`config.mk`:
```
export PLATFORM = sky130hd
export DESIGN_NAME = frame_recv_multi
export DESIGN_NICKNAME = d
export VERILOG_FILES = /design/src/rtl/frame_recv_multi.sv
export SDC_FILE = /design/constraint.sdc
export NUM_CORES = 1
export LEC_CHECK = 0
export CORE_MARGIN = 2
export CORE_UTILIZATION = 55
export DETAILED_ROUTE_END_ITERATION = 8
export PLACE_DENSITY_LB_ADDON = 0.08
export SLEW_MARGIN = 20
export SYNTH_ARGS = -nofsm -noshare
export SYNTH_HDL_FRONTEND = slang
export SYNTH_SLANG_ARGS = --single-unit
```
`constraint.sdc`:
```
create_clock -name clk -period 2.8 [get_ports clk]
set_input_delay 0.56 -clock clk [delete_from_list [all_inputs] [get_ports clk]]
set_output_delay 0.56 -clock clk [all_outputs]
set_load 0.01 [all_outputs]
```
`src/rtl/frame_recv_multi.sv`:
```
// Framed octet receiver: preamble/SFD sync, multi-entry destination MAC filter, length, payload FIFO, LRC check.
// Optional macro FRAME_RECV_BROADCAST_EN also accepts the FF:FF:FF:FF:FF:FF destination (reported as mac_idx 7).
module frame_recv_multi #(
  parameter int NUM_MAC = 2,
  parameter logic [NUM_MAC*48-1:0] MAC_TABLE = {48'h00_0a_95_9d_68_17, 48'h00_0a_95_9d_68_16},
  parameter int PREAMBLE_LEN = 7,
  parameter int MAX_PAYLOAD = 1500,
  parameter int FIFO_DEPTH = 16,
  parameter int FCS_LEN = 4
) (
  input  logic       clk,
  input  logic       rst,
  input  logic       start,
  input  logic [7:0] data,
  input  logic       in_vld,
  output logic       rdy,
  output logic [7:0] out_data,
  output logic       out_vld,
  input  logic       out_rdy,
  output logic       out_last,
  output logic       frame_ok,
  output logic       frame_err,
  output logic [3:0] err_code,
  output logic [2:0] mac_idx
);

  localparam int AW = $clog2(FIFO_DEPTH);
  localparam logic [15:0] PRE_LAST = 16'(PREAMBLE_LEN - 1);
  localparam logic [15:0] FCS_LAST = 16'(FCS_LEN - 1);
  localparam logic [15:0] MAX_LEN = 16'(MAX_PAYLOAD);

  typedef enum logic [3:0] {
    IDLE, PREAMBLE, SFD, MACDST, MACSRC, LEN, PAYLOAD, FCS, DONE, ERROR
  } state_t;

  state_t state, state_n;
  logic [15:0] cnt, cnt_n, len, len_n;
  logic [7:0] lrc, lrc_n, lrc_add;
  logic [NUM_MAC-1:0] match, match_n, oct_match, hit;
  logic [3:0] err, err_n;
  logic [2:0] idx, idx_n, hit_idx, dst_byte;
  logic bcast_hit;
  logic push, push_last, pop, empty, full;
  logic [AW:0] wr_ptr, rd_ptr;
  logic [8:0] mem [FIFO_DEPTH];
  logic [8:0] rd_word;

`ifdef FRAME_RECV_BROADCAST_EN
  logic bcast, bcast_n;
  assign bcast_hit = bcast && (data == 8'hFF);
`else
  assign bcast_hit = 1'b0;
`endif

  assign lrc_add = lrc + data;
  assign dst_byte = (cnt[2:0] > 3'd5) ? 3'd0 : 3'd5 - cnt[2:0];

  // Each table entry is compared one octet at a time, first wire octet in bits [47:40].
  always_comb begin
    oct_match = '0;
    for (int i = 0; i < NUM_MAC; i++)
      oct_match[i] = (MAC_TABLE[48*i + 8*dst_byte +: 8] == data);
  end

  always_comb begin
    hit = match & oct_match;
    hit_idx = 3'd0;
    for (int i = NUM_MAC - 1; i >= 0; i--)
      if (hit[i]) hit_idx = 3'(i);
  end

  always_ff @(posedge clk) begin
    if (rst) begin
      state <= IDLE;
      cnt <= '0;
      len <= '0;
      lrc <= '0;
      match <= '0;
      err <= '0;
      idx <= '0;
`ifdef FRAME_RECV_BROADCAST_EN
      bcast <= 1'b0;
`endif
    end else begin
      state <= state_n;
      cnt <= cnt_n;
      len <= len_n;
      lrc <= lrc_n;
      match <= match_n;
      err <= err_n;
      idx <= idx_n;
`ifdef FRAME_RECV_BROADCAST_EN
      bcast <= bcast_n;
`endif
    end
  end

  always_comb begin
    state_n = state;
    cnt_n = cnt;
    len_n = len;
    lrc_n = lrc;
    match_n = match;
    err_n = err;
    idx_n = idx;
    push = 1'b0;
    push_last = 1'b0;
`ifdef FRAME_RECV_BROADCAST_EN
    bcast_n = bcast;
`endif
    case (state)
      IDLE:
        if (start) begin
          state_n = PREAMBLE;
          cnt_n = '0;
          len_n = '0;
          lrc_n = '0;
        end
      PREAMBLE:
        if (in_vld) begin
          if (data != 8'hAA) begin
            state_n = ERROR;
            err_n = 4'd1;
          end else if (cnt == PRE_LAST) begin
            state_n = SFD;
            cnt_n = '0;
          end else cnt_n = cnt + 16'd1;
        end
      SFD:
        if (in_vld) begin
          if (data != 8'hAB) begin
            state_n = ERROR;
            err_n = 4'd2;
          end else begin
            state_n = MACDST;
            cnt_n = '0;
            match_n = '1;
`ifdef FRAME_RECV_BROADCAST_EN
            bcast_n = 1'b1;
`endif
          end
        end
      MACDST:
        if (in_vld) begin
          lrc_n = lrc_add;
          match_n = hit;
`ifdef FRAME_RECV_BROADCAST_EN
          bcast_n = bcast_hit;
`endif
          if (cnt == 16'd5) begin
            cnt_n = '0;
            // Table hits win over broadcast; a total miss drops the frame silently.
            if (|hit) begin
              state_n = MACSRC;
              idx_n = hit_idx;
            end else if (bcast_hit) begin
              state_n = MACSRC;
              idx_n = 3'd7;
            end else state_n = IDLE;
          end else cnt_n = cnt + 16'd1;
        end
      MACSRC:
        if (in_vld) begin
          lrc_n = lrc_add;
          if (cnt == 16'd5) begin
            state_n = LEN;
            cnt_n = '0;
          end else cnt_n = cnt + 16'd1;
        end
      LEN:
        if (in_vld) begin
          lrc_n = lrc_add;
          len_n = {len[7:0], data};
          if (cnt == 16'd1) begin
            cnt_n = '0;
            if (len_n > MAX_LEN) begin
              state_n = ERROR;
              err_n = 4'd3;
            end else if (len_n == 16'd0) state_n = FCS;
            else state_n = PAYLOAD;
          end else cnt_n = cnt + 16'd1;
        end
      PAYLOAD:
        if (in_vld) begin
          if (full && !pop) begin
            state_n = ERROR;
            err_n = 4'd5;
          end else begin
            push = 1'b1;
            push_last = (cnt == len - 16'd1);
            lrc_n = lrc_add;
            if (push_last) begin
              state_n = FCS;
              cnt_n = '0;
            end else cnt_n = cnt + 16'd1;
          end
        end
      FCS:
        if (in_vld) begin
          if (data != (~lrc + 8'd1)) begin
            state_n = ERROR;
            err_n = 4'd4;
          end else if (cnt == FCS_LAST) state_n = DONE;
          else cnt_n = cnt + 16'd1;
        end
      DONE: state_n = IDLE;
      ERROR: state_n = IDLE;
      default: state_n = IDLE;
    endcase
  end

  // FWFT buffer: drains on its own regardless of where the FSM is.
  assign empty = (wr_ptr == rd_ptr);
  assign full = (wr_ptr[AW] != rd_ptr[AW]) && (wr_ptr[AW-1:0] == rd_ptr[AW-1:0]);
  assign pop = !empty && out_rdy;
  assign rd_word = mem[rd_ptr[AW-1:0]];

  always_ff @(posedge clk) begin
    if (rst) begin
      wr_ptr <= '0;
      rd_ptr <= '0;
    end else begin
      if (push) wr_ptr <= wr_ptr + 1'b1;
      if (pop) rd_ptr <= rd_ptr + 1'b1;
    end
  end

  always_ff @(posedge clk) begin
    if (push) mem[wr_ptr[AW-1:0]] <= {push_last, data};
  end

  assign rdy = (state == IDLE);
  assign out_vld = !empty;
  assign out_data = empty ? 8'h00 : rd_word[7:0];
  assign out_last = empty ? 1'b0 : rd_word[8];
  assign frame_ok = (state == DONE);
  assign frame_err = (state == ERROR);
  assign err_code = frame_err ? err : 4'd0;
  assign mac_idx = frame_ok ? idx : 3'd0;

endmodule

```
==> results of run 1 <==
layout make-up:
cell class	instances	area share [%]
clock buffer	24	4.40
inverter	28	0.817
timing repair buffer	188	12.8
multi-input combinational	578	35.6
sequential	208	42.7
clock inverter	16	1.38
tap	234	2.22
worst max-delay path, cell delays in order (launching register included):
cell and delay, ns:
dfxtp_4 0.44, buf_12 0.14, buf_16 0.11, mux4_2 0.55, mux4_2 0.48, nor2b_1 0.14, buf_2 0.14
synth_stat cells (all sizes together), types with 3 or more instances:
library cell,n
xor2,17
dfxtp,64
clkbuf,42
edfxtp,144
mux2i,10
mux4,45
buf,20
nor3,27
nand2b,17
or4,9
nor4b,4
nand3,36
nor4,11
a211oi,10
a21oi,52
inv,28
or3,9
nand3b,3
a22oi,3
nand2,54
ha,20
and3,9
o21ai,31
and2,9
a2111oi,4
and3b,3
o211ai,4
nor2,66
o31ai,4
a41oi,3
a31oi,8
nand4,10
nor2b,20
nor3b,3
a21o,5
xnor2,29
per-layer routing:
layer / up-vias / wire length [µm]
li1: 3591 / -
met1: 3723 / 11100
met2: 243 / 13700
met3: 34 / 1610
met4: 0 / 594
met5: - / 0
logic make-up (layout without fill, tap and decap cells):
kind of cell | count (synthesis) | in the layout | synth area share [%]
other cells | 1 | 3 | 0.0360
compound gates | 149 | 149 | 9.48
fa+ha+maj | 21 | 21 | 2.59
flops | 208 | 208 | 53.8
simple gates | 302 | 302 | 15.5
buf+inv | 90 | 256 | 3.73
xor+xnor | 47 | 47 | 4.08
mux | 56 | 56 | 10.8
power groups by stage:
stage	registers, W	logic (W)	clock network [W]
after floorplan	0.00336	0.000254	0
after global placement	0.00336	0.000434	0
after detailed placement	0.00336	0.000444	0
after CTS	0.00329	0.000487	0.00305
after global routing	0.00329	0.000555	0.00317
final	0.00329	0.000513	0.00302
worst max path at each step:
stage                   startpoint              endpoint  cells past startpoint
2_1_floorplan  len[2]$_SDFFE_PP0P_  cnt[14]$_SDFFE_PP0P_                     11
3_3_place_gp               data[5]   cnt[0]$_SDFFE_PP0P_                      9
3_5_place_dp               data[6]   err[2]$_SDFFE_PP0P_                     10
4_1_cts                  flip-flop           out_data[6]                      7
5_1_grt                  flip-flop           out_data[7]                      6
6_report                 flip-flop           out_data[7]                      6
metrics by stage:
| step | hold WS [ns] | setup WS (ns) |
|---|---|---|
| floorplan | 0.444 | -0.108 |
| global placement | 0.457 | -0.470 |
| detailed placement | 0.466 | -0.467 |
| CTS | 0.474 | -0.315 |
| global route | 0.488 | -0.304 |
| finish | 0.470 | -0.260 |
sequential cells by signal, summed over array words and instances (netlist names), named ones only:
| name | count |
|---|---|
| mem | 144 |
| cnt | 16 |
| len | 16 |
| lrc | 8 |
| rd_ptr | 5 |
| wr_ptr | 5 |
| state | 4 |
| err | 3 |
| match | 2 |
| idx | 1 |
timing repair:
item | 4_1_cts | 5_1_grt
hold buffers | 0 | 0
pin swaps | 26 | 25
gates resized for setup | 97 | 46
gates cloned | 4 | 1
endpoints found under the setup margin | 48 | 54
setup buffers | 10 | 9
==> results.md, run 1 <==
- Run status: finished, violations left
- Failing checks: setup timing
- Routed WL: about 27,000 µm
- Internal: around 0.0053 W
- Row count: 50
- Flop-to-flop setup slack: -0.15 ns
- First-pass GRT wire length: roughly 42,000 µm
- Worst r2r src: len[8]$_SDFFE_PP0P_
- Top_reg_cell synth: edfxtp_1
- Final #Nets: ~1,100
- RSZ-0062 raised after global routing: yes
- Mapped Area: ~10,000 µm²
- Sequential Area: approximately 5600 µm²
- Layout cells sized above 1: 31.0%
- Max FO, Critical Path: 5
- DIE HEIGHT: about 140 µm
- Design area: ~13,000 µm²
- Hold/Removal Path Class: reg -> reg
- Class of the most critical setup path: reg -> out
- Reg2reg end: cnt[14]$_SDFFE_PP0P_
- Maximum VDD drop: 0.346 mV
- GPL Wtd Cong: a little under 0.9
- Total negative slack: -3.31 ns
- Sw Pwr: 0.00152 W
- Vias/cell: 5.95
- Final count of negative-setup-slack endpoints: 27
- Placed Area: between 10,000 and 15,000 µm²
- Total GRT Usage: between 20% and 30%
- Clk pwr share: between 40% and 50%
- DR DRC count: 0
- Sequential share of power: between 40% and 50%
- Root Driver: clkbuf_16
- Commonest non-fill, non-tap cell in the layout: edfxtp_1
- Antenna-violating nets left: 0
- Initial antenna violation count: 0
- R2R cell count: 10
- Ant diodes: 0
- Synthesized instance count: 874
- Clock Skew: roughly 0.019 ns
- Pwr Density: 518 nW/µm²
- Min cycle time layout: 3.06 ns
- Clock-pin slew on the worst setup and hold paths: approximately 0.06 ns
- Tot Pwr: approximately 0.0068 W
- DIE WIDTH: approximately 140 µm
- Num Clock Sinks: around 210
- Area leader, netlist: edfxtp_1
- Seq/Total Area, Yosys: 53.8%
- CP Capture Type: output port
- Post-DP HPWL: 18,200 µm
- Met1 Track Usage GR: a little over a third
- IO Pins: 33
- CTS H-tree lvls: 1
- Max Cap Violations: 0
- Max Slew Vio Count: 0
- Yosys top cell area share: around two fifths
- Sw Ratio: around 22%
- Arrival time at the worst endpoint: around 2.5 ns
- Clk buf depth: 3
- Most frequent cells in the layout: 144 x edfxtp_1, 132 x buf_4, 66 x nor2_1, 54 x dfxtp_1, 51 x nand2_1
- Clk_lat worst skew: roughly 0.5 ns
- TritonCTS clock tree: done
- Drt pass-1 iters: 6
- Vias in the first global route: slightly below 8,000
- Iteration-0 DRC Markers: between 500 and 600
- Footprint of the multi-input gates: 4690 µm²
- Routed vias: 7,591
- Combinational share of power: about 7.5%
- Number of synthesized flops with an enable pin: between 100 and 150
- Largest net degree at the start of global routing: 50
- Grt met2 use: roughly 48%
- Least-Margin Pin Slew: 0.593 ns
- Avg Inst Size Synth: 11.9 µm²
- P_leak: between 4 and 5 nW
- CTS buffer count: 22
- CP Launch Type: flip-flop
- Setup ws final: -0.260 ns
- Period utilization: 109%
- GRT Residual Overflow: 0
- Area delta synth->final: 26.3%
- Grt peak-use layer: met2
- WL/cell: around 21 µm
- Max frequency: 0.327 GHz
- Die ar.: 20,100 µm²
- Hold path depth: 2
- Synth warn: 0
- FFs w/ async S/R, synth: 0%
- Slew margin rel.: 60.5%
- M3 GR Usage: 3.31%
- Final Core Density: between 70% and 80%
- Fillers: about 1,300
- Dominant cells by area after synthesis: edfxtp_1 41%, dfxtp_1 12%, mux4_2 9.7%
- WP data required: ~2.2 ns
- Worst hold path startpoint: len[15]$_SDFFE_PP0P_
- Flops & latches, synth: ~210
- Count of cell types in the netlist: slightly above 80
- IO buf count: 29
- Fin cells: 1,276
- Hold Fails Final Rpt: 0
- Core Box Area: 18,600 µm²
- Placed insts: 1,215
- Hold Path End: len[15]$_SDFFE_PP0P_
- Initial Util: approximately 56%
Power figures use the tool's default switching activity.
==> run 2: changes to the inputs <==
--- a/config.mk
+++ b/config.mk
@@ -9,6 +9,7 @@
 export CORE_UTILIZATION = 55
 export DETAILED_ROUTE_END_ITERATION = 8
 export PLACE_DENSITY_LB_ADDON = 0.08
+export SETUP_SLACK_MARGIN = 0.5
 export SLEW_MARGIN = 20
 export SYNTH_ARGS = -nofsm -noshare
 export SYNTH_HDL_FRONTEND = slang
==> results.md, run 2 (synthesis gave the netlist of run 1 again) <==
- Placed insts: around 1,200
- Hold Path End: len[15]$_SDFFE_PP0P_
- CTS buffer count: 22
- Routed vias: between 7,000 and 8,000
- Run status: finished, violations left
- CTS H-tree lvls: 1
- Max frequency: about 0.33 GHz
- Tot Pwr: between 0.006 and 0.007 W
- Slew margin rel.: approximately 55%
- Drt pass-1 iters: 5
- Commonest non-fill, non-tap cell in the layout: edfxtp_1
- Final #Nets: 1,073
- Max FO, Critical Path: 8
- Die ar.: 20,100 µm²
- TritonCTS clock tree: done
- P_leak: ~5 nW
- Max Slew Vio Count: 0
- Maximum VDD drop: ~0.45 mV
- Num Clock Sinks: 208
- Clk buf depth: 3
- Hold Fails Final Rpt: 0
- Clock Skew: 0.0130 ns
- Area delta synth->final: 33.3%
- Reg2reg end: cnt[8]$_SDFFE_PP0P_
- CP Capture Type: output port
- Worst hold path startpoint: len[15]$_SDFFE_PP0P_
- Hold Buf Count CTS: 0
- Antenna-violating nets left: 0
- Fin cells: roughly 1,300
- Vias/cell: around 6.2
- RSZ-0062 raised after global routing: yes
- GPL Wtd Cong: roughly 0.9
- Root Driver: clkbuf_16
- Final count of negative-setup-slack endpoints: 26
- DIE HEIGHT: about 140 µm
- Post-DP HPWL: ~18,000 µm
- Routed WL: between 20,000 and 30,000 µm
- WL/cell: 22.3 µm
- Pwr Density: between 400 and 500 nW/µm²
- Failing checks: setup timing
- Class of the most critical setup path: reg -> out
- Row count: 50
- Layout cells sized above 1: between 30% and 40%
- Worst r2r src: lrc[2]$_SDFFE_PP0P_
- IO buf count: 29
- Total negative slack: -2.20 ns
- Iteration-0 DRC Markers: roughly 520
- Setup ws final: -0.226 ns
- Hold path depth: 2
- Flop-to-flop setup slack: -0.08 ns
- Max Cap Violations: 0
- CP Launch Type: flip-flop
- DIE WIDTH: approximately 140 µm
- Final Core Density: about three quarters
- Total GRT Usage: about 29%
- Fillers: 1,142
- Clk_lat worst skew: 0.50 ns
- Arrival time at the worst endpoint: 2.47 ns
- Hold/Removal Path Class: reg -> reg
- Ant diodes: 0
- Initial antenna violation count: 0
- IO Pins: 33
- Min cycle time layout: 3.03 ns
- WP data required: approximately 2.2 ns
- DR DRC count: 0
- Core Box Area: ~19,000 µm²
- Initial Util: a little under three fifths
- Most frequent cells in the layout: 144 x edfxtp_1, 124 x buf_4, 52 x nor2_1, 47 x nand2_1
- Max FFs per register: around 140
- R2R cell count: 9
- Vias in the first global route: 7,957
- Least-Margin Pin Slew: 0.673 ns
- First-pass GRT wire length: roughly 44,000 µm
- Largest net degree at the start of global routing: 50
- Period utilization: 108%
- GRT Residual Overflow: 0
- Clock-pin slew on the worst setup and hold paths: ~0.06 ns
## run 2: changes by cell type in the layout (fill, tap and decap cells not counted), sizes merged, moves of 2 or more
cell           change
clkdlybuf4s50     -12
clkbuf             +5
buf               +17
clkdlybuf4s15      +3
dlymetal6s2s       -2
clkinv             -4
clkinvlp           +2
inv                -3
dlygate4sd2        +5
## run 2: how the worst max path moves through the flow
stage	to	slack [ns]	depth (start not counted)
after floorplan	cnt[14]$_SDFFE_PP0P_	-0.07	9
after global placement	cnt[15]$_SDFFE_PP0P_	-0.54	11
after detailed placement	cnt[8]$_SDFFE_PP0P_	-0.57	11
after CTS	out_data[0]	-0.21	5
after global routing	out_data[5]	-0.27	6
final	out_data[5]	-0.23	6
## run 2: critical path, stage by stage, from the launching register on
cell and delay [ns]:
dfxtp_4 0.43, buf_12 0.12, buf_16 0.13, mux4_2 0.54, mux4_2 0.48, nor2b_4 0.14
buf_6 0.12
## run 2: area by class of cell
class	instances	area, µm²	area share (%)
clock buffer	28	594	4.28
clock inverter	11	138	0.991
inverter	28	105	0.757
multi-input combinational	579	5230	37.6
sequential	208	5650	40.7
tap	234	293	2.11
timing repair buffer	200	1890	13.6
## run 2: where the power goes
| group | total, W | internal, W | switching, W |
|---|---|---|---|
| clock | 0.00296 | 0.00178 | 0.00118 |
| combinational | 0.000557 | 0.000243 | 0.000314 |
| sequential | 0.00328 | 0.00328 | 0.00000520 |
## run 2: routing by layer
layer	up-vias	GRT usage (%)	routed length, µm
met4	0	8.32	692
met2	261	51.4	15100
met5	-	0	0
met1	4066	36.9	11700
met3	52	3.00	1290
li1	3609	-	-
## run 2: repair_timing
action	CTS	global route
gates resized for setup	193	79
gates cloned	3	0
endpoints found under the setup margin	195	205
pin swaps	56	40
buffers inserted	31	18
## run 2: per-stage QoR
step           setup slack, ns  area, µm²  hold WS [ns]
6_report                -0.226      13900         0.472
5_1_grt                 -0.272      13900         0.501
4_1_cts                 -0.209      13400         0.474
3_5_place_dp            -0.570      11900         0.465
3_3_place_gp            -0.538      11900         0.456
2_1_floorplan          -0.0709      10700         0.444
==> patch (config.mk and constraints of run 2) <==
Set the parameter `FIFO_DEPTH` to 32 (it was 16).
--- a/src/rtl/frame_recv_multi.sv
+++ b/src/rtl/frame_recv_multi.sv
@@ -7,3 +7,3 @@
   parameter int MAX_PAYLOAD = 1500,
-  parameter int FIFO_DEPTH = 16,
+  parameter int FIFO_DEPTH = 32,
   parameter int FCS_LEN = 4
Formal check against the unedited RTL: no difference found for any inputs over 4 cycles, from zero or initial values and one cycle with rst high; that may be too few to reach the edited logic, so the function may still have changed.
==> patch against run 2 <==
  * The run still ends with setup timing left
  * Sequential cell count rose by 147
  * Routed wire length is 58% higher
  * Fmax decreased by 9.8%
  * Worst setup slack lost 0.33 ns
  * Hold slack lost 0.010 ns
  * Via count rose by 38%
  * Die area grew 53%
  * Final area increased by 54%
  * Area after synthesis up 54%
  * Global-route usage increased by 1.4 points
  * Total power grew 100%
  * Register-to-register slack better by 0.13 ns
==> patch: results (changes against run 2) <==
Status: finished with violations (unchanged)
Failing checks: setup timing (unchanged)
Worst relative slew slack: 0.566 (was 0.546)
Clock root cell: clkbuf_16 (unchanged)
Min-delay worst type: flop to flop (unchanged)
Clock-cell share of area: 0.0600 (was 0.0527)
Max H-tree Level: 2 (was 1)
Multi-input gate share of total cell area: 0.311 (was 0.376)
Largest net degree at the start of global routing: 45 (was 50)
Pwr/cell area: 638 mW/mm2 (was 490 mW/mm2)
Gpl congestion: 0.941 (was 0.896)
Die area: 0.0306 mm2 (was 0.0201 mm2)
R2R depth: 10 (was 9)
Multi-input comb cells: 678 (was 579)
Via Count: 11000 (was 7988)
Clock Latency Late Sink: 0.53 ns (was 0.50 ns)
Synth Register Bits: 355 (was 208)
Synth Warn #: 0 (unchanged)
Seq/Total Area, Yosys: 0.621 (was 0.538)
Nonclk inv count: 25 (was 28)
Synth top area cells: edfxtp_1, mux4_2, dfxtp_1 (was edfxtp_1, dfxtp_1, mux4_2)
Initial antenna violation count: 1 (was 0)
Number of synthesized flops with an enable pin: 288 (was 144)
Crit path arrival time: 2.80 ns (was 2.47 ns)
Global-route wire length before repair: 68300 um (was 44400 um)
Most frequent cells after synthesis: edfxtp_1, nor2_1, mux4_2 (was edfxtp_1, nor2_1, dfxtp_1)
TNS Setup: -4.72 ns (was -2.20 ns)
Via density: 6.27 (was 6.20)
Register area: 0.0101 mm2 (was 0.00565 mm2)
Pleak: 7.21 nW (was 4.89 nW)
Nets@finish: 1375 (was 1073)
Data buffer area share: 0.130 (was 0.136)
Layout cells sized above 1: 0.403 (was 0.396)
Final setup fails: 9 (was 26)
Placed insts: 1612 (was 1197)
Max FFs per register: 288 (was 144)
Worst-path fanout max: 5 (was 8)
GRT Total Usage: 0.300 (was 0.286)
Plain + repair buffers: 244 (was 200)
Worst slack, placed: -0.688 ns (was -0.570 ns)
WL final: 45400 um (was 28800 um)
Post-DP HPWL: 25900 um (was 18100 um)
Dpl cell area: 0.0185 mm2 (was 0.0119 mm2)
Filler instances: 1746 (was 1142)
Syn Area/Cell: 14.2 um2 (was 11.9 um2)
VDD IR max: 0.396 mV (was 0.448 mV)
Worst clock skew: 0.0229 ns (was 0.0130 ns)
Num CTS Buffers: 37 (was 22)
Post-synth cell types: 72 (was 83)
Final Worst Setup Slack: -0.556 ns (was -0.226 ns)
Clock buffer cells: 43 (was 28)
==> patch: cell types whose count changed after synthesis, moves of 6 or more <==
cell and delta:
nor2b_1 -8, edfxtp_1 +144, o21ai_0 -10, clkbuf_1 +10, nand2_1 +14, o31ai_1 +6
xor2_1 +8, mux4_2 +45, o21ai_1 +8, a32o_1 +11, a31oi_1 +7, nand2b_1 -9
nor2_1 +33, nor4_1 +6
==> patch: logic make-up (layout without fill, tap and decap cells) <==
group / count (synthesis) / after routing / share of synthesized area
and+or+nand+nor: 331 / 331 / 0.103
adders and majority gates: 21 / 21 / 0.0168
xor gates and xnor gates: 59 / 59 / 0.0321
other: 1 / 3 / 0.000233
AOI/OAI and AO/OA: 159 / 159 / 0.0659
DFF: 355 / 355 / 0.621
buffers and inverters: 98 / 336 / 0.0251
muxes: 105 / 105 / 0.135
==> patch: timing repair <==
item,in CTS,in global routing
endpoints found under the setup margin,371,196
pin swaps,35,31
resized for setup,187,70
cloned,14,0
buffers inserted,41,19
==> patch: critical path: stages, from the launching register on <==
cell     delay [ns]
dfxtp_4        0.40
buf_6          0.13
buf_6          0.09
buf_8          0.12
buf_16         0.13
mux4_2         0.49
mux4_2         0.50
mux2i_2        0.20
nor2_1         0.07
buf_2          0.14
==> patch: layer usage <==
layer / up-vias / wire, um / GRT usage
li1: 4827 / - / -
met3: 99 / 3060 / 0.0413
met4: 0 / 1480 / 0.0976
met5: - / 0 / 0
met2: 502 / 22800 / 0.499
met1: 5567 / 18000 / 0.412
==> patch: worst paths after layout <==
path             from     endpoint  slack (ns)
max reg2reg    lrc[4]       cnt[8]        0.05
min reg2reg  match[1]     match[1]        0.46
max              flop  out_data[6]       -0.56
min          match[1]     match[1]        0.46
==> patch: power by group <==
part	internal, mW	switching [mW]
sequential	5.76	0.102
combinational	1.23	1.36
clock	3.12	2.04
